`config.mk`:
```
export PLATFORM = sky130hd
export DESIGN_NAME = sram_ctrl
export DESIGN_NICKNAME = d
export VERILOG_FILES = /design/src/rtl/sram_ctrl_pkg.sv /design/src/rtl/sram_read_buffer.sv /design/src/rtl/sram_ctrl.sv
export SDC_FILE = /design/constraint.sdc
export NUM_CORES = 1
export LEC_CHECK = 0
export ABC_AREA = 1
export CAP_MARGIN = 25
export CORE_ASPECT_RATIO = 0.5
export CORE_MARGIN = 4
export CORE_UTILIZATION = 35
export CTS_BUF_LIST = sky130_fd_sc_hd__clkbuf_16
export CTS_CLUSTER_DIAMETER = 200
export CTS_CLUSTER_SIZE = 25
export DETAILED_ROUTE_END_ITERATION = 12
export GPL_ROUTABILITY_DRIVEN = 1
export PLACE_DENSITY_LB_ADDON = 0.12
export SKIP_LAST_GASP = 1
export SYNTH_ARGS = -nofsm -noshare
export SYNTH_HDL_FRONTEND = slang
export SYNTH_SLANG_ARGS = --single-unit
```
`constraint.sdc`:
```
create_clock -name clk -period 4.3 [get_ports clk]
set_clock_uncertainty 0.2 [all_clocks]
set_input_delay 0.86 -clock clk [delete_from_list [all_inputs] [get_ports clk]]
set_output_delay 0.86 -clock clk [all_outputs]
set_load 0.05 [all_outputs]
```
`src/rtl/sram_ctrl_pkg.sv`:
```
// Shared types and widths for the SRAM controller.
package sram_ctrl_pkg;
  localparam int unsigned SRAM_AW = 18;
  localparam int unsigned SRAM_DW = 16;

  typedef enum logic [1:0] {
    IDLE,
    LOW,
    HIGH,
    DONE
  } state_t;
endpackage

```
`src/rtl/sram_read_buffer.sv`:
```
// One-entry buffer of the last completed read (word + data); present only
// when SRAM_READ_BYPASS_EN is defined.
`ifdef SRAM_READ_BYPASS_EN
module sram_read_buffer (
  input  logic        clk,
  input  logic        rst,
  input  logic        fill,
  input  logic [16:0] fill_word,
  input  logic [31:0] fill_data,
  input  logic        inval,
  input  logic [16:0] inval_word,
  input  logic [16:0] lookup_word,
  output logic        hit,
  output logic [31:0] data
);
  logic        valid;
  logic [16:0] word_q;
  logic [31:0] data_q;

  always_ff @(posedge clk) begin
    if (rst) begin
      valid  <= 1'b0;
      word_q <= '0;
      data_q <= '0;
    end else if (fill) begin
      valid  <= 1'b1;
      word_q <= fill_word;
      data_q <= fill_data;
    end else if (inval && (inval_word == word_q)) begin
      valid <= 1'b0;
    end
  end

  assign hit  = valid && (lookup_word == word_q);
  assign data = data_q;
endmodule
`endif

```
`src/rtl/sram_ctrl.sv`:
```
// 32-bit load/store to a 16-bit SRAM as two half-word phases.
// Optional read bypass buffer: SRAM_READ_BYPASS_EN.
module sram_ctrl
  import sram_ctrl_pkg::*;
#(
  parameter int unsigned WAIT_CYCLES = 1,
  parameter int unsigned BASE_ADDR   = 1024
) (
  input  logic                 clk,
  input  logic                 rst,
  input  logic                 MEM_R_EN,
  input  logic                 MEM_W_EN,
  input  logic [31:0]          address,
  input  logic [31:0]          writeData,
  output logic [31:0]          readData,
  output logic                 ready,
  output logic [SRAM_AW-1:0]   SRAM_ADDR,
  output logic [SRAM_DW-1:0]   SRAM_DQ_O,
  input  logic [SRAM_DW-1:0]   SRAM_DQ_I,
  output logic                 SRAM_DQ_OE,
  output logic                 SRAM_WE_N
);
  state_t             state, state_nx;
  logic [2:0]         cnt;
  logic               is_write;
  logic [SRAM_AW-2:0] word_q, word_in;
  logic [31:0]        wdata_q;
  logic               req, last, hit_rd;
  logic [31:0]        hit_data;

  assign req     = MEM_R_EN || MEM_W_EN;
  assign word_in = (SRAM_AW-1)'((address - 32'(BASE_ADDR)) >> 2);
  assign last    = (cnt == 3'(WAIT_CYCLES - 1));

`ifdef SRAM_READ_BYPASS_EN
  logic buf_hit;

  sram_read_buffer u_buf (
    .clk         (clk),
    .rst         (rst),
    .fill        ((state == HIGH) && last && !is_write),
    .fill_word   (word_q),
    .fill_data   ({SRAM_DQ_I, readData[15:0]}),
    .inval       ((state == IDLE) && MEM_W_EN),
    .inval_word  (word_in),
    .lookup_word (word_in),
    .hit         (buf_hit),
    .data        (hit_data)
  );

  assign hit_rd = MEM_R_EN && !MEM_W_EN && buf_hit;
`else
  assign hit_rd   = 1'b0;
  assign hit_data = '0;
`endif

  always_comb begin
    state_nx = state;
    case (state)
      IDLE:    if (req) state_nx = hit_rd ? DONE : LOW;
      LOW:     if (last) state_nx = HIGH;
      HIGH:    if (last) state_nx = DONE;
      DONE:    state_nx = IDLE;
      default: state_nx = IDLE;
    endcase
  end

  always_ff @(posedge clk) begin
    if (rst) begin
      state    <= IDLE;
      cnt      <= '0;
      is_write <= 1'b0;
      word_q   <= '0;
      wdata_q  <= '0;
      readData <= '0;
    end else begin
      state <= state_nx;
      cnt   <= (state_nx != state) ? 3'd0 : cnt + 3'd1;
      if ((state == IDLE) && req) begin
        word_q   <= word_in;
        wdata_q  <= writeData;
        is_write <= MEM_W_EN;
        if (hit_rd) readData <= hit_data;
      end
      if ((state == LOW) && last && !is_write) readData[15:0]  <= SRAM_DQ_I;
      if ((state == HIGH) && last && !is_write) readData[31:16] <= SRAM_DQ_I;
    end
  end

  // Word address is held through IDLE/DONE; reset maps it to word 0.
  always_comb begin
    ready      = (state == DONE) || ((state == IDLE) && !req);
    SRAM_ADDR  = {word_q, (state == HIGH)};
    SRAM_DQ_O  = '0;
    SRAM_DQ_OE = 1'b0;
    SRAM_WE_N  = 1'b1;
    if (is_write && ((state == LOW) || (state == HIGH))) begin
      SRAM_DQ_O  = (state == LOW) ? wdata_q[15:0] : wdata_q[31:16];
      SRAM_DQ_OE = 1'b1;
      SRAM_WE_N  = 1'b0;
    end
  end
endmodule

```
==> run_results.csv <==
group,metric,value,unit
timing,rsz0062_at_grt,"no",
critical_path,rrSetupSlack,2.13,ns
worst_hold_path,hold_depth,1,
place,place.gp.congestion,0.822,
power,p_sw,1.65,mW
finish,final_common_cell,"nor2_1",
grt,grt.overflow.total,0,
logic_synthesis,synth_warnings,0,
power,switching_share,0.451,
power,p_int,2.01,mW
die,io-pin-count,153,
timing,period_needed,3.64,ns
logic_synthesis,synthCells,497,
critical_path,crit_family,"buffers and inverters",
timing,slew_viol_final,0,
critical_path,criticalPathCategory,"register to output port",
power,seqPwrFrac,0.325,
finish,layout_common_cells,"159 x nor2_1, 137 x clkdlybuf4s50_1, 87 x dfxtp_1",
worst_hold_path,hp-start,"cnt[0]$_SDFF_PP0_",
clocking,cts.clk_slew.worst_paths,0.06,ns
power,clkPwrFrac,0.198,
die,fp.dieW,152,µm
logic_synthesis,ys_types,30,
timing,tns,0,ns
route,drcViolationCount,0,
clocking,cts_resized,0,
power,p_per_area,687,mW/mm²
route,vias,3443,
clocking,cts_root_buffer,"clkbuf_16",
route,wirelength,9890,µm
finish,multi_input_area,0.00164,mm²
clocking,clk_latency,0.33,ns
place,io_buffers,137,
logic_synthesis,synth_area,0.00365,mm²
power,combinationalPowerShare,0.477,
finish,nFillCells,1058,
place,hpwl,6690,µm
run,drv_cap,0,
critical_path,required,3.24,ns
finish,drive_above_1_share,0.0621,
critical_path,max_stage_delay,0.84,ns
die,die_h,80.2,µm
route,wl_per_cell,12.9,µm
power,p_leak,2.17,nW
finish,register_area,0.00174,mm²
timing,hold_viol,0,
worst_hold_path,min_path_type,"register to register",
die,start_util,0.358,
logic_synthesis,ys_seq_area_frac,0.477,
clocking,clk_path_buf_depth,2,
route,drt_iter0_markers,94,
critical_path,startpoint_type,"register",
critical_path,crit_buf_inv,3,
finish,nets,715,
critical_path,rr_worst_depth,8,
logic_synthesis,syn_nets,589,
die,coreArea,0.0102,mm²
clocking,cts-hold-fix-buffers,0,
timing,worst_pin_slew,0.758,ns
clocking,cts_setup_buffers,0,
route,antenna_left,0,
grt,grt_max_degree,60,
die,rows,26,
clocking,cts_tree,"built",
critical_path,rr_startpoint,"state[1]$_SDFF_PP0_",
timing,setup_violations,0,
critical_path,critPathCaptureType,"output port",
route,drt-pass1-iter-count,4,
logic_synthesis,ys_seq_elements,87,
finish,final_util,0.524,
power,ir_drop,0.290,mV
logic_synthesis,syn_avg_cell_area,7.34,µm²
clocking,clock-sinks,87,
clocking,cts_buffers,9,
timing,fmax,275,MHz
critical_path,crit_chain,"inv_1 -> ha_1 -> inv_1 -> nand2_1 -> a21oi_1 -> clkdlybuf4s50_1",
worst_hold_path,holdPathEnd,"cnt[0]$_SDFF_PP0_",
outcome,status,"complete, no violations",
clocking,cts_htree_levels,3,
finish,area_growth,46.2,%
grt,grt_antenna_before_repair,0,
critical_path,cp.arrival,2.58,ns
finish,antennaDiodeCount,0,
timing,maxSlewHeadroom,0.494,
critical_path,r2r_end,"readData[1]$_SDFFE_PP0P_",
timing,finalCritPeriodShare,0.847,
critical_path,crit_path_frequent_cell,"inv_1",
route,via_per_inst,4.48,
grt,grt_pass1_wl,15900,µm
grt,track_usage,0.161,
critical_path,critPathMaxFanout,16,
die,dieArea,0.0122,mm²
grt,grt_pass1_vias,3292,
critical_path,cpMaxStageDelayCell,"clkdlybuf4s50_1",
## cell type report
| type | count | share of cell area |
|---|---|---|
| Clock inverter | 7 | 0.00938 |
| Tap cell | 140 | 0.0328 |
| Sequential cell | 87 | 0.326 |
| Inverter | 27 | 0.0195 |
| Timing Repair Buffer | 141 | 0.263 |
| Multi-Input combinational cell | 357 | 0.307 |
| Clock buffer | 9 | 0.0422 |
## kinds of logic after synthesis
logic type	Yosys count	synth area share
and+or+nand+nor	240	0.267
AOI/OAI and AO/OA	108	0.153
DFF	87	0.477
buffers and inverters	53	0.0734
adders and majority gates	8	0.0274
xor gates and xnor gates	1	0.00240
## registers in the layout (all words and copies together), names as in the netlist
| register | flops |
|---|---|
| readData | 32 |
| cnt | 3 |
| is_write | 1 |
| wdata_q | 32 |
| word_q | 17 |
| state | 2 |
## synthesized netlist by cell type
| library cell | n | area, µm² |
|---|---|---|
| nor2_1 | 159 | 597 |
| dfxtp_1 | 87 | 1740 |
| o21ai_0 | 79 | 395 |
| nand2_1 | 56 | 210 |
| a21oi_1 | 22 | 110 |
| inv_1 | 21 | 78.8 |
| nand3_1 | 9 | 45.0 |
| ha_1 | 8 | 100 |
| buf_4 | 7 | 52.6 |
| clkbuf_1 | 7 | 26.3 |
| buf_2 | 6 | 30.0 |
| inv_2 | 5 | 18.8 |
| buf_6 | 4 | 45.0 |
| nand2_2 | 4 | 25.0 |
| a31oi_1 | 3 | 18.8 |
| nor2_2 | 3 | 18.8 |
| clkbuf_2 | 2 | 10.0 |
| nand3_2 | 2 | 20.0 |
| nor2_4 | 2 | 22.5 |
| inv_4 | 1 | 6.26 |
| nand2_4 | 1 | 11.3 |
| nand4_1 | 1 | 6.26 |
| nor3_1 | 1 | 5.00 |
| o211ai_2 | 1 | 12.5 |
| o21ai_1 | 1 | 5.00 |
| o21ai_2 | 1 | 8.76 |
| o21bai_1 | 1 | 7.51 |
| or2_0 | 1 | 6.26 |
| or2_2 | 1 | 6.26 |
| xnor2_1 | 1 | 8.76 |
## how the worst max path moves through the flow
| stage | to | from | depth (start not counted) |
|---|---|---|---|
| after floorplan | SRAM_DQ_O[10] | state[0]$_SDFF_PP0_ | 5 |
| after global placement | ready | MEM_W_EN | 5 |
| after detailed placement | ready | MEM_W_EN | 5 |
| after CTS | SRAM_DQ_O[2] | state[1]$_SDFF_PP0_ | 6 |
| final | SRAM_DQ_O[2] | state[1]$_SDFF_PP0_ | 6 |
| after global routing | SRAM_DQ_O[2] | state[1]$_SDFF_PP0_ | 6 |
## per-layer routing
metal / track usage / vias to the layer above / share of wire
met5: 0 / - / 0
met4: 0.0400 / 0 / 0.0060
met3: 0.0640 / 6 / 0.069
met2: 0.262 / 91 / 0.43
met1: 0.202 / 1507 / 0.49
li1: - / 1839 / -
## through the flow
stage | total power, mW | instances | hold WS [ns] | instance area [µm²] | setup WS [ns]
CTS | 3.71 | 768 | 0.254 | 5340 | 0.581
floorplan | 2.46 | 497 | 0.217 | 3650 | 1.28
detailed placement | 2.97 | 752 | 0.239 | 5060 | 0.707
finish | 3.67 | 768 | 0.251 | 5340 | 0.658
global route | 3.91 | 768 | 0.263 | 5340 | 0.469
global placement | 2.96 | 752 | 0.232 | 5060 | 0.709
## power by group through the flow
stage          clock, mW  combinational, mW  sequential, mW
2_1_floorplan          0              0.767            1.70
3_3_place_gp           0               1.76            1.20
3_5_place_dp           0               1.77            1.21
4_1_cts            0.748               1.77            1.19
5_1_grt            0.781               1.91            1.22
6_report           0.724               1.75            1.19
Note: power is estimated with default switching activity, not from simulation.
